File: src/rtl/mod_counter_pkg.sv
// Shared definitions for mod_counter: end-of-range mode encodings and a mode helper.
package mod_counter_pkg;

    typedef enum logic [1:0] {
        MODE_WRAP    = 2'b00,
        MODE_SAT     = 2'b01,
        MODE_ONESHOT = 2'b10
    } mode_e;

    // Encoding 2'b11 is not a distinct mode and behaves exactly like wrap.
    function automatic logic is_wrap_mode(input logic [1:0] m);
        return (m != MODE_SAT) && (m != MODE_ONESHOT);
    endfunction

endpackage

File: src/rtl/mod_counter_next.sv
// Combinational next-state step for mod_counter: one enabled count step, terminal detect,
// wrap strobe and one-shot done-set strobe. Down counting exists only with MOD_COUNTER_UPDOWN_EN.
module mod_counter_next
    import mod_counter_pkg::*;
#(
    parameter int WIDTH = 5,
    parameter int MAX   = 2**WIDTH-1
) (
    input  logic [WIDTH-1:0] i_count,
    input  logic [1:0]       i_mode,
`ifdef MOD_COUNTER_UPDOWN_EN
    input  logic             i_up,
`endif
    input  logic             i_done,
    output logic [WIDTH-1:0] o_next,
    output logic             o_at_term,
    output logic             o_wrap,
    output logic             o_done_set
);

    localparam logic [WIDTH-1:0] MAX_W = WIDTH'(MAX);
    localparam logic [WIDTH-1:0] ONE_W = WIDTH'(1);

    logic [WIDTH-1:0] w_term;
    logic [WIDTH-1:0] w_reload;
    logic [WIDTH-1:0] w_step;
    logic             w_at_term;

`ifdef MOD_COUNTER_UPDOWN_EN
    assign w_term   = i_up ? MAX_W : '0;
    assign w_reload = i_up ? '0 : MAX_W;
    assign w_step   = i_up ? (i_count + ONE_W) : (i_count - ONE_W);
`else
    assign w_term   = MAX_W;
    assign w_reload = '0;
    assign w_step   = i_count + ONE_W;
`endif

    assign w_at_term = (i_count == w_term);
    assign o_at_term = w_at_term;

    // A finished one-shot ignores enable entirely; only clr/load in the top re-arm it.
    always_comb begin
        o_next     = i_count;
        o_wrap     = 1'b0;
        o_done_set = 1'b0;
        if (!i_done) begin
            if (!w_at_term) begin
                o_next = w_step;
            end else if (is_wrap_mode(i_mode)) begin
                o_next = w_reload;
                o_wrap = 1'b1;
            end else if (i_mode == MODE_ONESHOT) begin
                o_done_set = 1'b1;
            end
        end
    end

endmodule

File: src/rtl/mod_counter.sv
// Parametrised modulo counter with wrap/saturate/one-shot end-of-range modes, clear, load
// and terminal-count flag. Define MOD_COUNTER_UPDOWN_EN to add the up port and down counting.
module mod_counter
    import mod_counter_pkg::*;
#(
    parameter int WIDTH   = 5,
    parameter int MAX     = 2**WIDTH-1,
    parameter int RST_VAL = 0
) (
    input  logic             clk,
    input  logic             rst,
    input  logic             en,
    input  logic             clr,
    input  logic             load,
    input  logic [WIDTH-1:0] load_val,
    input  logic [1:0]       mode,
`ifdef MOD_COUNTER_UPDOWN_EN
    input  logic             up,
`endif
    output logic [WIDTH-1:0] Count,
    output logic             tc,
    output logic             wrap,
    output logic             done
);

    localparam logic [WIDTH-1:0] MAX_W     = WIDTH'(MAX);
    localparam logic [WIDTH-1:0] RST_VAL_W = WIDTH'(RST_VAL);

    logic [WIDTH-1:0] r_count;
    logic             r_wrap;
    logic             r_done;

    logic [WIDTH-1:0] w_next;
    logic [WIDTH-1:0] w_load_clamp;
    logic             w_at_term;
    logic             w_wrap_step;
    logic             w_done_set;

    assign w_load_clamp = (load_val > MAX_W) ? MAX_W : load_val;

    mod_counter_next #(
        .WIDTH (WIDTH),
        .MAX   (MAX)
    ) u_next (
        .i_count    (r_count),
        .i_mode     (mode),
`ifdef MOD_COUNTER_UPDOWN_EN
        .i_up       (up),
`endif
        .i_done     (r_done),
        .o_next     (w_next),
        .o_at_term  (w_at_term),
        .o_wrap     (w_wrap_step),
        .o_done_set (w_done_set)
    );

    always_ff @(posedge clk or posedge rst) begin
        if (rst) begin
            r_count <= RST_VAL_W;
            r_wrap  <= 1'b0;
            r_done  <= 1'b0;
        end else if (clr) begin
            r_count <= '0;
            r_wrap  <= 1'b0;
            r_done  <= 1'b0;
        end else if (load) begin
            r_count <= w_load_clamp;
            r_wrap  <= 1'b0;
            r_done  <= 1'b0;
        end else if (en) begin
            r_count <= w_next;
            r_wrap  <= w_wrap_step;
            r_done  <= r_done | w_done_set;
        end else begin
            r_wrap  <= 1'b0;
        end
    end

    assign Count = r_count;
    assign tc    = w_at_term;
    assign wrap  = r_wrap;
    assign done  = r_done;

endmodule
File: config.mk
export PLATFORM = sky130hd
export DESIGN_NAME = mod_counter
export DESIGN_NICKNAME = d
export VERILOG_FILES = /design/src/rtl/mod_counter_pkg.sv /design/src/rtl/mod_counter_next.sv /design/src/rtl/mod_counter.sv
export SDC_FILE = /design/constraint.sdc
export NUM_CORES = 1
export LEC_CHECK = 0
export BUFFER_PORTS_ARGS = -buffer_cell sky130_fd_sc_hd__buf_2
export CORE_AREA = 2 2 39 41
export DETAILED_ROUTE_END_ITERATION = 12
export DIE_AREA = 0 0 41 43
export SLEW_MARGIN = 20
export SYNTH_ARGS = -nofsm -noshare
export SYNTH_HDL_FRONTEND = slang
export SYNTH_SLANG_ARGS = --single-unit
File: constraint.sdc
create_clock -name clk -period 1.9 [get_ports clk]
set_input_delay 0.38 -clock clk [delete_from_list [all_inputs] [get_ports clk]]
set_output_delay 0.38 -clock clk [all_outputs]
set_load 0.02 [all_outputs]
==> results.py <==
metrics = {
    "outcome": {
        "status": "finished clean",
    },
    "yosys": {
        "syn_inst": 46,
        "yosys-top-cells-count": "dfrtp_1, nand2_1, a21oi_1, o31ai_1",
        "synth_cell_type_count": 22,
        "avgSynthCellArea_sq_um": 9.68,
        "ys_async_sr_fraction_pct": 100,
        "synth_flop_cell": "dfrtp_1",
        "yosys.area.top_type_share_pct": 39.3,
        "yosysSeqAreaShare_pct": 39.3,
        "syn_nets": 61,
        "mappedNetlistArea_sq_um": 445,
        "yosysWarnings": 0,
        "yosys-top-cells-area": "dfrtp_1, ha_1, o31ai_1",
        "synth-seq-cells": 7,
        "yosysMostFrequentCell": "dfrtp_1",
        "synth_edf_count": 0,
        "yosys.area.top_type": "dfrtp_1",
    },
    "placement": {
        "portBuffers": 19,
        "place_ws_ns": 0.0994,
        "post-place-cells": 78,
        "hpwlAfterDp_microns": 761,
        "routabilityCongestion": 0.779,
        "postPlaceCellArea_sq_um": 538,
    },
    "timing": {
        "finalCritPeriodShare_pct": 96.4,
        "slew_violations": 0,
        "finalSetupViolCount": 0,
        "fmax_ghz": 0.546,
        "setup_slack_ns": 0.0690,
        "finalHoldViolCount": 0,
        "slew_headroom_pct": 78.9,
        "tightest_slew_ns": 0.316,
        "skew_ns": 0.000543,
        "fin_crit_ns": 1.83,
        "tns_ns": 0,
        "hold_slack_ns": 0.0592,
    },
    "final_layout": {
        "finalNonFillerCells": 84,
        "fin_util_pct": 42.6,
        "post_route_cells_drive_above_1_share_pct": 41.2,
        "design_area_sq_um": 589,
        "syn_to_final_growth_pct": 32.3,
        "nets": 84,
        "num_antenna_cells": 0,
    },
    "worst_setup_path": {
        "crit_slowest_cell": "dfrtp_2",
        "cp-start-kind": "register",
        "reg2reg_depth": 7,
        "critPathMaxFanout": 9,
        "arrival_ns": 1.45,
        "path_class": "reg -> out",
        "crit_chain": "ha_1 > and3_1 > ha_4 > buf_2",
        "end_kind": "primary output",
        "required_ns": 1.52,
        "slowest_delay_ns": 0.42,
    },
    "clock_network": {
        "worstSkewPairLatency_ns": 0.24,
        "clock_path_buffers": 2,
        "cts_tree": "yes",
        "cts_buffers": 3,
        "clkTransAtPathRegs_ns": 0.05,
        "cts_root_buf": "clkbuf_4",
        "clkSinkCount": 7,
        "htree_num_levels": 1,
        "hold_buffers": 0,
    },
    "floorplanning": {
        "io_pins": 20,
        "fp.dieH_microns": 43,
        "dieArea_sq_mm": 0.00176,
        "num_rows": 14,
        "dieWidth_microns": 41,
        "start_util_pct": 32.2,
        "core_area_sq_mm": 0.00138,
    },
    "route": {
        "viasPerCell": 4.96,
        "via_count": 417,
        "wl_microns": 996,
        "firstDrtPassIters": 2,
        "wl_per_cell_microns": 11.9,
        "drt_iter0_markers": 5,
        "postRouteAntennaNets": 0,
        "drc": 0,
    },
    "pwr": {
        "power_mw": 0.378,
        "p_leak_nw": 0.285,
        "ir_worst_vdd_mv": 0.439,
        "powerDensity_mw_per_mm2": 641,
    },
    "global_route": {
        "grt_util_all_layers_pct": 13.4,
        "antenna_found_initial": 0,
        "first_global_vias": 364,
        "grt_pass1_wl_mm": 1.54,
        "gr-total-overflow": 0,
        "grt_max_degree": 11,
    },
    "job": {
        "max-cap-violations": 0,
    },
    "hold_path": {
        "holdCritPathClass": "in -> async",
    },
}
## per-layer routing
layer | share of wire [%] | vias up | track usage (%)
li1 | - | 215 | -
met1 | 44 | 184 | 14.5
met2 | 48 | 16 | 20.0
met3 | 6.1 | 2 | 6.28
met4 | 1.9 | 0 | 8.00
met5 | 0 | - | 0
## power by group
group	leakage (nW)	switching, mW	internal (mW)	total [mW]
sequential	0.0911	0.0102	0.159	0.169
clock	0.0150	0.0502	0.0798	0.130
combinational	0.179	0.0427	0.0360	0.0787
## state kept, by name, summed over array words and instances, names as in the netlist
register,count
wrap,1
Count,5
done,1
## critical path, delay by kind of cell, from the launching register on
family	cells	cell delay [ns]
DFF	1	0.42
buffers and inverters	1	0.16
adders and majority gates	2	0.41
and+or+nand+nor	1	0.22
## worst paths after layout
kind                            startpoint       end  slack, ns
worst min register to register    Count[1]  Count[1]       0.54
min in group clk                       clr  Count[1]       0.39
worst max register to register    Count[1]  Count[3]       0.16
max in group asynchronous              rst  Count[0]       1.60
worst min-delay path                   rst  Count[2]       0.06
worst max-delay path              Count[1]        tc       0.07
## layout make-up
cell class	count	area, sq um
Inverter	3	11.3
Fill cell	145	795
Timing Repair Buffer	21	110
Tap cell	16	20.0
Clock buffer	4	26.3
Sequential cell	7	178
Multi-Input combinational cell	33	244
## placed cells by master, fill, tap and decap left out, types with 3 or more instances in the layout
| cell type | n |
|---|---|
| a21oi_1 | 4 |
| nand2_1 | 5 |
| dfrtp_1 | 5 |
| nor3_1 | 3 |
| buf_2 | 19 |
| clkbuf_4 | 3 |
| o31ai_1 | 4 |
| inv_1 | 3 |
## cell families after synthesis
logic type,share of synthesized area (%)
compound gates,21.1
xor+xnor,1.97
fa+ha+maj,8.43
buf+inv,8.71
flops,39.3
mux,2.25
simple gates,18.3
## timing repair
action	4_1_cts	5_1_grt
setup buffers	0	2
resized for setup	0	1
setup endpoints to repair	0	2
Note: power is estimated with default switching activity, not from simulation.
